--- src/rtl/lane_pkg.sv ---
// Shared types and default widths for the two-lane barrier scheduler.
package lane_pkg;

  typedef enum logic [1:0] {
    IDLE  = 2'd0,
    CHECK = 2'd1,
    OPEN  = 2'd2
  } state_e;

  localparam logic LANE_IN  = 1'b0;
  localparam logic LANE_OUT = 1'b1;

  localparam int PLATE_W = 24;
  localparam int CNT_W   = 4;

endpackage

--- src/rtl/lane_barrier_scheduler_rr_arbiter2.sv ---
// Two-requester round-robin select; the pointer only moves when told to.
module rr_arbiter2
  import lane_pkg::*;
(
  input  logic       clk,
  input  logic       rst,
  input  logic [1:0] req_i,
  input  logic       toggle_i,
  output logic       valid_o,
  output logic       sel_o
);

  logic ptr_q;

  always_ff @(posedge clk or posedge rst) begin
    if (rst) begin
      ptr_q <= LANE_IN;
    end else if (toggle_i) begin
      ptr_q <= ~ptr_q;
    end
  end

  assign valid_o = |req_i;
  // The pointer only matters when both lanes contend.
  assign sel_o   = (req_i[0] && req_i[1]) ? ptr_q : req_i[1];

endmodule

--- src/rtl/lane_barrier_scheduler.sv ---
// Shared-barrier sequencer: arbitration, duplicate/capacity filtering,
// open timer and weekly occupancy clear.
module lane_barrier_scheduler
  import lane_pkg::*;
#(
  parameter int PLATE_W     = lane_pkg::PLATE_W,
  parameter int CNT_W       = lane_pkg::CNT_W,
  parameter int CAPACITY    = 15,
  parameter int OPEN_CYCLES = 8
) (
  input  logic               clk,
  input  logic               rst,
  input  logic               req_in,
  input  logic [PLATE_W-1:0] plate_in,
  input  logic               req_out,
  input  logic [PLATE_W-1:0] plate_out,
  input  logic [2:0]         day,
  output logic               gnt_in,
  output logic               gnt_out,
  output logic               reject,
  output logic               barrier_up,
  output logic [CNT_W-1:0]   count,
  output logic [PLATE_W-1:0] last_plate,
  output logic               full,
  output logic               week_rollover
);

  localparam int TMR_W = (OPEN_CYCLES > 1) ? $clog2(OPEN_CYCLES) : 1;

  state_e             state_q;
  logic               lane_q;
  logic [PLATE_W-1:0] plate_q;
  logic               accept_q;
  logic               gnt_in_q, gnt_out_q, reject_q, barrier_q, week_q;
  logic [CNT_W-1:0]   count_q;
  logic [PLATE_W-1:0] last_q;
  logic [TMR_W-1:0]   timer_q;
  logic [2:0]         day_q;
  logic               clear_pend_q;

  logic arb_valid, arb_sel, rr_toggle;
  logic accept_d, week_edge;

  // Pointer advances once per finished transaction, accepted or refused.
  assign rr_toggle = ((state_q == CHECK) && !accept_q) ||
                     ((state_q == OPEN) && (timer_q == '0));

  rr_arbiter2 u_arb (
    .clk      (clk),
    .rst      (rst),
    .req_i    ({req_out, req_in}),
    .toggle_i (rr_toggle),
    .valid_o  (arb_valid),
    .sel_o    (arb_sel)
  );

  // Decision is taken while sampling in IDLE; count/last_plate cannot move before CHECK.
  always_comb begin
    accept_d = 1'b0;
    if (arb_sel == LANE_OUT) begin
      accept_d = (count_q != '0);
    end else begin
      accept_d = (plate_in != last_q) && (count_q < CNT_W'(CAPACITY));
    end
  end

  assign week_edge = (day_q == 3'd7) && (day != 3'd7) && (day != 3'd0);

  always_ff @(posedge clk or posedge rst) begin
    if (rst) begin
      state_q      <= IDLE;
      lane_q       <= LANE_IN;
      plate_q      <= '0;
      accept_q     <= 1'b0;
      gnt_in_q     <= 1'b0;
      gnt_out_q    <= 1'b0;
      reject_q     <= 1'b0;
      barrier_q    <= 1'b0;
      week_q       <= 1'b0;
      count_q      <= '0;
      last_q       <= '0;
      timer_q      <= '0;
      day_q        <= 3'd0;
      clear_pend_q <= 1'b0;
    end else begin
      day_q     <= day;
      gnt_in_q  <= 1'b0;
      gnt_out_q <= 1'b0;
      reject_q  <= 1'b0;
      week_q    <= 1'b0;

      case (state_q)
        IDLE: begin
          if (clear_pend_q) begin
            count_q      <= '0;
            last_q       <= '0;
            week_q       <= 1'b1;
            clear_pend_q <= 1'b0;
          end else if (arb_valid) begin
            lane_q    <= arb_sel;
            plate_q   <= plate_in;
            accept_q  <= accept_d;
            gnt_in_q  <= (arb_sel == LANE_IN);
            gnt_out_q <= (arb_sel == LANE_OUT);
            reject_q  <= !accept_d;
            state_q   <= CHECK;
          end
        end
        CHECK: begin
          if (accept_q) begin
            state_q   <= OPEN;
            barrier_q <= 1'b1;
            timer_q   <= TMR_W'(OPEN_CYCLES - 1);
            if (lane_q == LANE_IN) begin
              count_q <= count_q + CNT_W'(1);
              last_q  <= plate_q;
            end else begin
              count_q <= count_q - CNT_W'(1);
            end
          end else begin
            state_q <= IDLE;
          end
        end
        OPEN: begin
          if (timer_q == '0) begin
            state_q   <= IDLE;
            barrier_q <= 1'b0;
          end else begin
            timer_q <= timer_q - TMR_W'(1);
          end
        end
        default: state_q <= IDLE;
      endcase

      // A new wrap wins over the clear being consumed on the same edge.
      if (week_edge) begin
        clear_pend_q <= 1'b1;
      end
    end
  end

  assign gnt_in        = gnt_in_q;
  assign gnt_out       = gnt_out_q;
  assign reject        = reject_q;
  assign barrier_up    = barrier_q;
  assign count         = count_q;
  assign last_plate    = last_q;
  assign full          = (count_q == CNT_W'(CAPACITY));
  assign week_rollover = week_q;

endmodule

--- config.mk ---
export PLATFORM = sky130hd
export DESIGN_NAME = lane_barrier_scheduler
export DESIGN_NICKNAME = d
export VERILOG_FILES = /design/src/rtl/lane_pkg.sv /design/src/rtl/lane_barrier_scheduler_rr_arbiter2.sv /design/src/rtl/lane_barrier_scheduler.sv
export SDC_FILE = /design/constraint.sdc
export NUM_CORES = 1
export LEC_CHECK = 0
export CAP_MARGIN = 20
export CORE_MARGIN = 4
export CORE_UTILIZATION = 47
export DETAILED_ROUTE_END_ITERATION = 10
export GPL_TIMING_DRIVEN = 0
export PLACE_DENSITY = 0.79
export SLEW_MARGIN = 20
export SYNTH_ARGS = -nofsm -noshare
export SYNTH_HDL_FRONTEND = slang
export SYNTH_SLANG_ARGS = --single-unit
export TNS_END_PERCENT = 5
--- constraint.sdc ---
create_clock -name clk -period 2.4 [get_ports clk]
set_input_delay 0.48 -clock clk [delete_from_list [all_inputs] [get_ports clk]]
set_output_delay 0.48 -clock clk [all_outputs]
set_load 0.1 [all_outputs]
Word-level counts from Yosys, hierarchy flattened
Cells that the tools add are included.
- eq/ne operators: 13
- reductions and logical operators: 23
- $lt $le $gt $ge: 1
- bitwise gates (word level): 3
- div/mod/pow operators: 0
- add/subtract/negate cells: 3
- shift-type cells: 0
- $mul: 0
- muxes and demuxes: 34
- operators with widths (operator ; count):
    two-way mux 24 bit ; 3
    one-hot mux 24 bit (2 select lines) ; 1
    inequality test 24 bit ; 1
    two-way mux 1 bit ; 17
    AND reduction 3 bit ; 5
    two-way mux 4 bit ; 3
    inequality test 2 bit (second input constant) ; 6
    two-way mux 2 bit ; 4
    one-hot mux 4 bit (2 select lines) ; 1
    logical AND 1 bit ; 6
    two-way mux 3 bit ; 2
    one-hot mux 2 bit (3 select lines) ; 1
    one-hot mux 3 bit (2 select lines) ; 1
    nonzero test 2 bit ; 3
    adder 4 x 1 -> 4 bit (second input constant) ; 1
    equality test 4 bit (second input constant) ; 1
    < comparator 4 bit (second input constant) ; 1
    AND reduction 4 bit ; 1
    nonzero test 4 bit ; 1
    subtractor 4 x 1 -> 4 bit (second input constant) ; 1
    equality test 3 bit (second input constant) ; 1
    logical NOT 3 bit ; 1
    inequality test 3 bit (second input constant) ; 1
    NOT 1 bit ; 3
    other kinds (10) ; 11
- bits in writable memories: 0
- register bits: 69
- word-level logic and storage cells: 92
- memory bits (read-only): 0
- memories: 0
- output and inout bits: 34
- latch bits: 0
- bits of input ports: 55

Longest topological paths before layout
- depth in word-level cells: 7
- gate-level depth with buffers: 6
- gate-level depth less buffers: 6

By module
A second synthesis with hierarchy kept.
- cells, all modules: 240
- area total of the unflattened synthesis: 3074.2 um^2
- by module, submodules not included (module ; instances ; area an instance (um^2) ; cells an instance ; sequential area each (um^2)):
    lane_barrier_scheduler ; 1 ; 3019.1 ; 234 ; 1701.6
    rr_arbiter2 ; 1 ; 55.1 ; 6 ; 25.0

Least setup slack after synthesis
Ideal clock, no wire load.
- path type: flip-flop to flip-flop
- start: register count_q[1], in the netlist count[1]
- end: register accept_q
- period minus slack after synthesis: 2.584 ns
- path buffers: 0
- arrival: 2.453 ns
- data required time: 2.269 ns
- slack: -0.184 ns
- cell stages (with the launch flop): 5
- library setup time: 0.131 ns
- cells stage by stage: dfrtp_1 > and4_1 > o21ai_0 > a31oi_1 > a21oi_1
- cells in the longest elaborated chain, start to end: 3
- ends and longest elaborated chain (what ; RTL line ; text):
    start: declaration ; lane_barrier_scheduler.sv:35 ; logic [CNT_W-1:0] count_q;
    start signal: assignment ; lane_barrier_scheduler.sv:115 ; count_q <= count_q + CNT_W'(1);
    start signal: assignment ; lane_barrier_scheduler.sv:118 ; count_q <= count_q - CNT_W'(1);
    < comparator 4 bit ; lane_barrier_scheduler.sv:63 ; accept_d = (plate_in != last_q) && (count_q < CNT_W'(CAPACITY));
    logical AND 1 bit ; lane_barrier_scheduler.sv:63 ;
    two-way mux 1 bit (*) ; lane_barrier_scheduler.sv:60 ; if (arb_sel == LANE_OUT) begin
    end signal: assignment ; lane_barrier_scheduler.sv:102 ; accept_q <= accept_d;
    end: declaration ; lane_barrier_scheduler.sv:33 ; logic accept_q;
Every way passes the cells marked *; elsewhere a longest branch is shown, timed or not.
A chain may end at the register's enable or synchronous reset.

Worst setup path in the final report
- start: register last_q[2], in the netlist last_plate[2]
- end: output last_plate[2]
- RTL lines (what ; RTL line ; text):
    start: declaration ; lane_barrier_scheduler.sv:36 ; logic [PLATE_W-1:0] last_q;
    start signal: assignment ; lane_barrier_scheduler.sv:116 ; last_q <= plate_q;
    end: declaration ; lane_barrier_scheduler.sv:23 ; output logic [PLATE_W-1:0] last_plate,
No word-level cell between the ends.

==> load_flow_metrics.sql <==
INSERT INTO impl_metrics (metric_group, metric, value, unit) VALUES
('outcome', 'run_status', 'complete, no violations', ''),
('finish', 'syn2layout_area_growth', '32.1', '%'),
('cts', 'post-cts-setup-buffers', '0', ''),
('worst_setup_path', 'timing.critical_path.max_delay_family', 'buffers and inverters', ''),
('worst_setup_path', 'timing.critical_path.slowest_stage_cell', 'sky130_fd_sc_hd__clkdlybuf4s50_1', ''),
('route', 'via_count', '2386', ''),
('floorplan', 'chipWidth', '88.5', 'µm'),
('global_routing', 'number_of_antenna_violations_at_the_first_check_in_global_routing', '0', ''),
('run', 'cap_viol_max_count', '0', ''),
('power_and_ir_drop', 'total_power_after_layout', '5.65', 'mW'),
('cts', 'cts_repair_resize_count', '12', ''),
('route', 'vias_per_cell', '5.33', ''),
('cts', 'clock_insertion_delay_worst_skew', '0.34', 'ns'),
('global_routing', 'total_overflow_reported_by_the_global_router', '0', ''),
('floorplan', 'die_area', '0.00783', 'mm²'),
('cts', 'clk_tree_root_cell', 'sky130_fd_sc_hd__clkbuf_8', ''),
('worst_setup_path', 'timing.critical_path.to_type', 'primary output', ''),
('route', 'postRouteWirelength', '7060', 'µm'),
('synthesis', 'synth_seq_area_share', '0.567', ''),
('placed_design', 'last_weighted_congestion_value_of_the_routability_driven_placer', '0.798', ''),
('power_and_ir_drop', 'power.density_cell_area', '1400', 'mW/mm²'),
('sta', 'timing.final.setup_violations', '0', ''),
('floorplan', 'floorplan.die.height', '88.5', 'µm'),
('cts', 'htree_num_levels', '3', ''),
('sta', 'report.final.slew_viol_count', '0', ''),
('cts', 'cts_sinks', '69', ''),
('floorplan', 'io-pin-count', '89', ''),
('hold_path', 'min-delay-path-class', 'in2async', ''),
('cts', 'cts.clk_slew.worst_paths', '0.07', 'ns'),
('sta', 'post-route-min-period', '2.36', 'ns'),
('sta', 'worst_pin_slew', '0.978', 'ns'),
('synthesis', 'synthesized_nets', '350', ''),
('cts', 'clock_tree_from_tritoncts', 'yes', ''),
('worst_setup_path', 'cp.required', '1.92', 'ns'),
('sta', 'grt_setup_unrepaired', 'false', ''),
('finish', 'finish.net_count', '426', ''),
('worst_setup_path', 'arrival', '1.88', 'ns'),
('sta', 'hold_violations', '0', ''),
('floorplan', 'initial_core_util', '0.483', ''),
('floorplan', 'core_area', '0.00631', 'mm²'),
('synthesis', 'post_synth.cell_area_avg', '10.5', 'µm²'),
('worst_setup_path', 'crit_path_start_kind', 'register', ''),
('worst_setup_path', 'critPathMaxFanout', '3', ''),
('cts', 'ctsHoldBuffers', '0', ''),
('finish', 'fill_cell_count', '537', ''),
('synthesis', 'postSynthCellCount', '290', ''),
('synthesis', 'synthesis.yosys.warnings', '0', ''),
('synthesis', 'synth-seq-cells', '69', ''),
('placed_design', 'dp_hpwl', '5040', 'µm'),
('synthesis', 'ys_types', '37', ''),
('floorplan', 'floorplan.rows', '29', ''),
('global_routing', 'grt_pass1_wl', '11700', 'µm'),
('route', 'ant_nets', '0', ''),
('route', 'detail_route.wl_per_cell', '15.8', 'µm'),
('finish', 'post_route_cells_drive_above_1_share', '0.0970', ''),
('global_routing', 'grt_pass1_vias', '2497', ''),
('cts', 'ctsLongestPathBuffers', '2', ''),
('global_routing', 'maximum_number_of_pins_on_one_net_before_global_route_repair', '56', ''),
('sta', 'fin_crit_sh', '0.982', ''),
('worst_setup_path', 'path_class', 'reg2out', ''),
('cts', 'numCtsBuffers', '9', ''),
('power_and_ir_drop', 'peak_vdd_ir', '0.864', 'mV'),
('route', 'drtIter0Drc', '168', ''),
('sta', 'setup-tns-final', '0', 'ns'),
('worst_setup_path', 'cp_cell_sequence', 'clkdlybuf4s50_1', ''),
('worst_setup_path', 'critPathBufInv', '1', ''),
('route', 'drt_pre_antenna_iters', '4', ''),
('synthesis', 'post_synth_instance_area', '0.00305', 'mm²'),
('sta', 'maxSlewHeadroom', '0.347', ''),
('sta', 'achievable-frequency', '424', 'MHz'),
('placed_design', 'buffer_ports.inserted', '64', ''),
('global_routing', 'gr-usage-all-layers', '0.196', ''),
('sta', 'finClkSkew', '0.00702', 'ns'),
('finish', 'antennaDiodeCount', '0', ''),
('route', 'remaining_drc_errors', '0', ''),
('power_and_ir_drop', 'total_leakage_power', '2.15', 'nW'),
('worst_setup_path', 'slowest_delay', '1.15', 'ns');
## final timing paths
path / endpoint / start / slack, ns / cells past startpoint
max: last_plate[2] / last_plate[2] / 0.04 / 1
min: day_q[2] / rst / 0.41 / 2
max reg2reg: count[3] / lane_q / 0.75 / 5
min reg2reg: plate_q[8] / plate_q[8] / 0.48 / 2
max in group asynchronous: plate_q[6] / rst / 1.47 / 3
min in group clk: plate_q[8] / plate_q[8] / 0.48 / 2
## flip-flops by register name (all words and copies together) (netlist names), 2 cells and up
signal      cells
last_plate     24
day_q           3
plate_q        24
timer_q         3
count           4
state_q         2
## cells by family (layout without fill, tap and decap cells)
logic type	count (synthesis)	in the layout	share of synthesized area
buffers and inverters	21	102	0.0316
AND/OR/NAND/NOR	113	113	0.168
XOR/XNOR	26	26	0.0747
flip-flops	69	69	0.567
AO/OA/AOI/OAI	53	53	0.125
adder cells (fa/ha/maj)	5	5	0.0230
multiplexers	3	3	0.0103
## stage by stage
step	area (µm²)	hold slack [ns]	std cells	utilization	setup WS, ns
3_3_place_gp	3780	0.457	431	0.599	-0.901
5_1_grt	4030	0.415	448	0.638	0.00218
6_report	4030	0.413	448	0.638	0.0427
2_1_floorplan	3050	0.447	290	-	0.0981
4_1_cts	3980	0.411	448	0.631	0.000407
3_5_place_dp	3810	0.463	432	0.604	0.0698
## cell usage after synthesis, drive strengths merged
master   n  area share
xor2     1      0.0029
buf     10       0.018
and4     1      0.0029
ha       4       0.016
nand3    5      0.0082
a31oi    1      0.0021
and3     2      0.0041
mux2i    2      0.0066
or2      1      0.0021
o311ai   1      0.0029
a21o     4      0.0099
a22o    24       0.069
nor2     5      0.0086
mux2     1      0.0037
inv     11       0.014
nand2b   3      0.0062
o21ai   10       0.016
xnor2   25       0.072
a22oi    2      0.0049
nor2b    3      0.0062
dfrtp   69        0.57
o221ai   1      0.0029
nand3b   1      0.0037
a21oi    9       0.015
fa       1      0.0066
o31ai    1      0.0025
nand4    6       0.012
nand2   79       0.098
nor3     5      0.0099
nor4     2      0.0062
## layout by cell type (no fill, tap or decap), drive strengths merged, types with 10 or more instances in the layout
| cell type | Yosys | layout |
|---|---|---|
| nand2 | 79 | 79 |
| dfrtp | 69 | 69 |
| clkdlybuf4s50 | 0 | 37 |
| xnor2 | 25 | 25 |
| a22o | 24 | 24 |
| dlymetal6s2s | 0 | 17 |
| clkbuf | 0 | 12 |
| buf | 10 | 11 |
| inv | 11 | 11 |
| o21ai | 10 | 10 |
## where the power goes
part	switching [mW]	internal, mW
sequential	0.350	1.59
combinational	2.02	0.840
clock	0.427	0.426
total	2.80	2.86
## layer usage
layer | part of all wire | routed length (µm) | vias up | track usage
met2 | 0.49 | 3470 | 56 | 0.321
met1 | 0.44 | 3120 | 1180 | 0.252
li1 | - | - | 1137 | -
met3 | 0.050 | 350 | 13 | 0.0456
met4 | 0.017 | 120 | 0 | 0.0824
met5 | 0 | 0 | - | 0
## final cells by class
type	instances	area (µm²)	share of cell area
inverters	11	43.8	0.0109
repair buffers	65	701	0.174
clock inverters	4	22.5	0.00560
clock buffers	12	155	0.0385
multi-input cells	200	1220	0.304
well taps	77	96.3	0.0239
flip-flops and latches	69	1730	0.429
plain buffers	10	55.1	0.0137
Power figures use the tool's default switching activity.
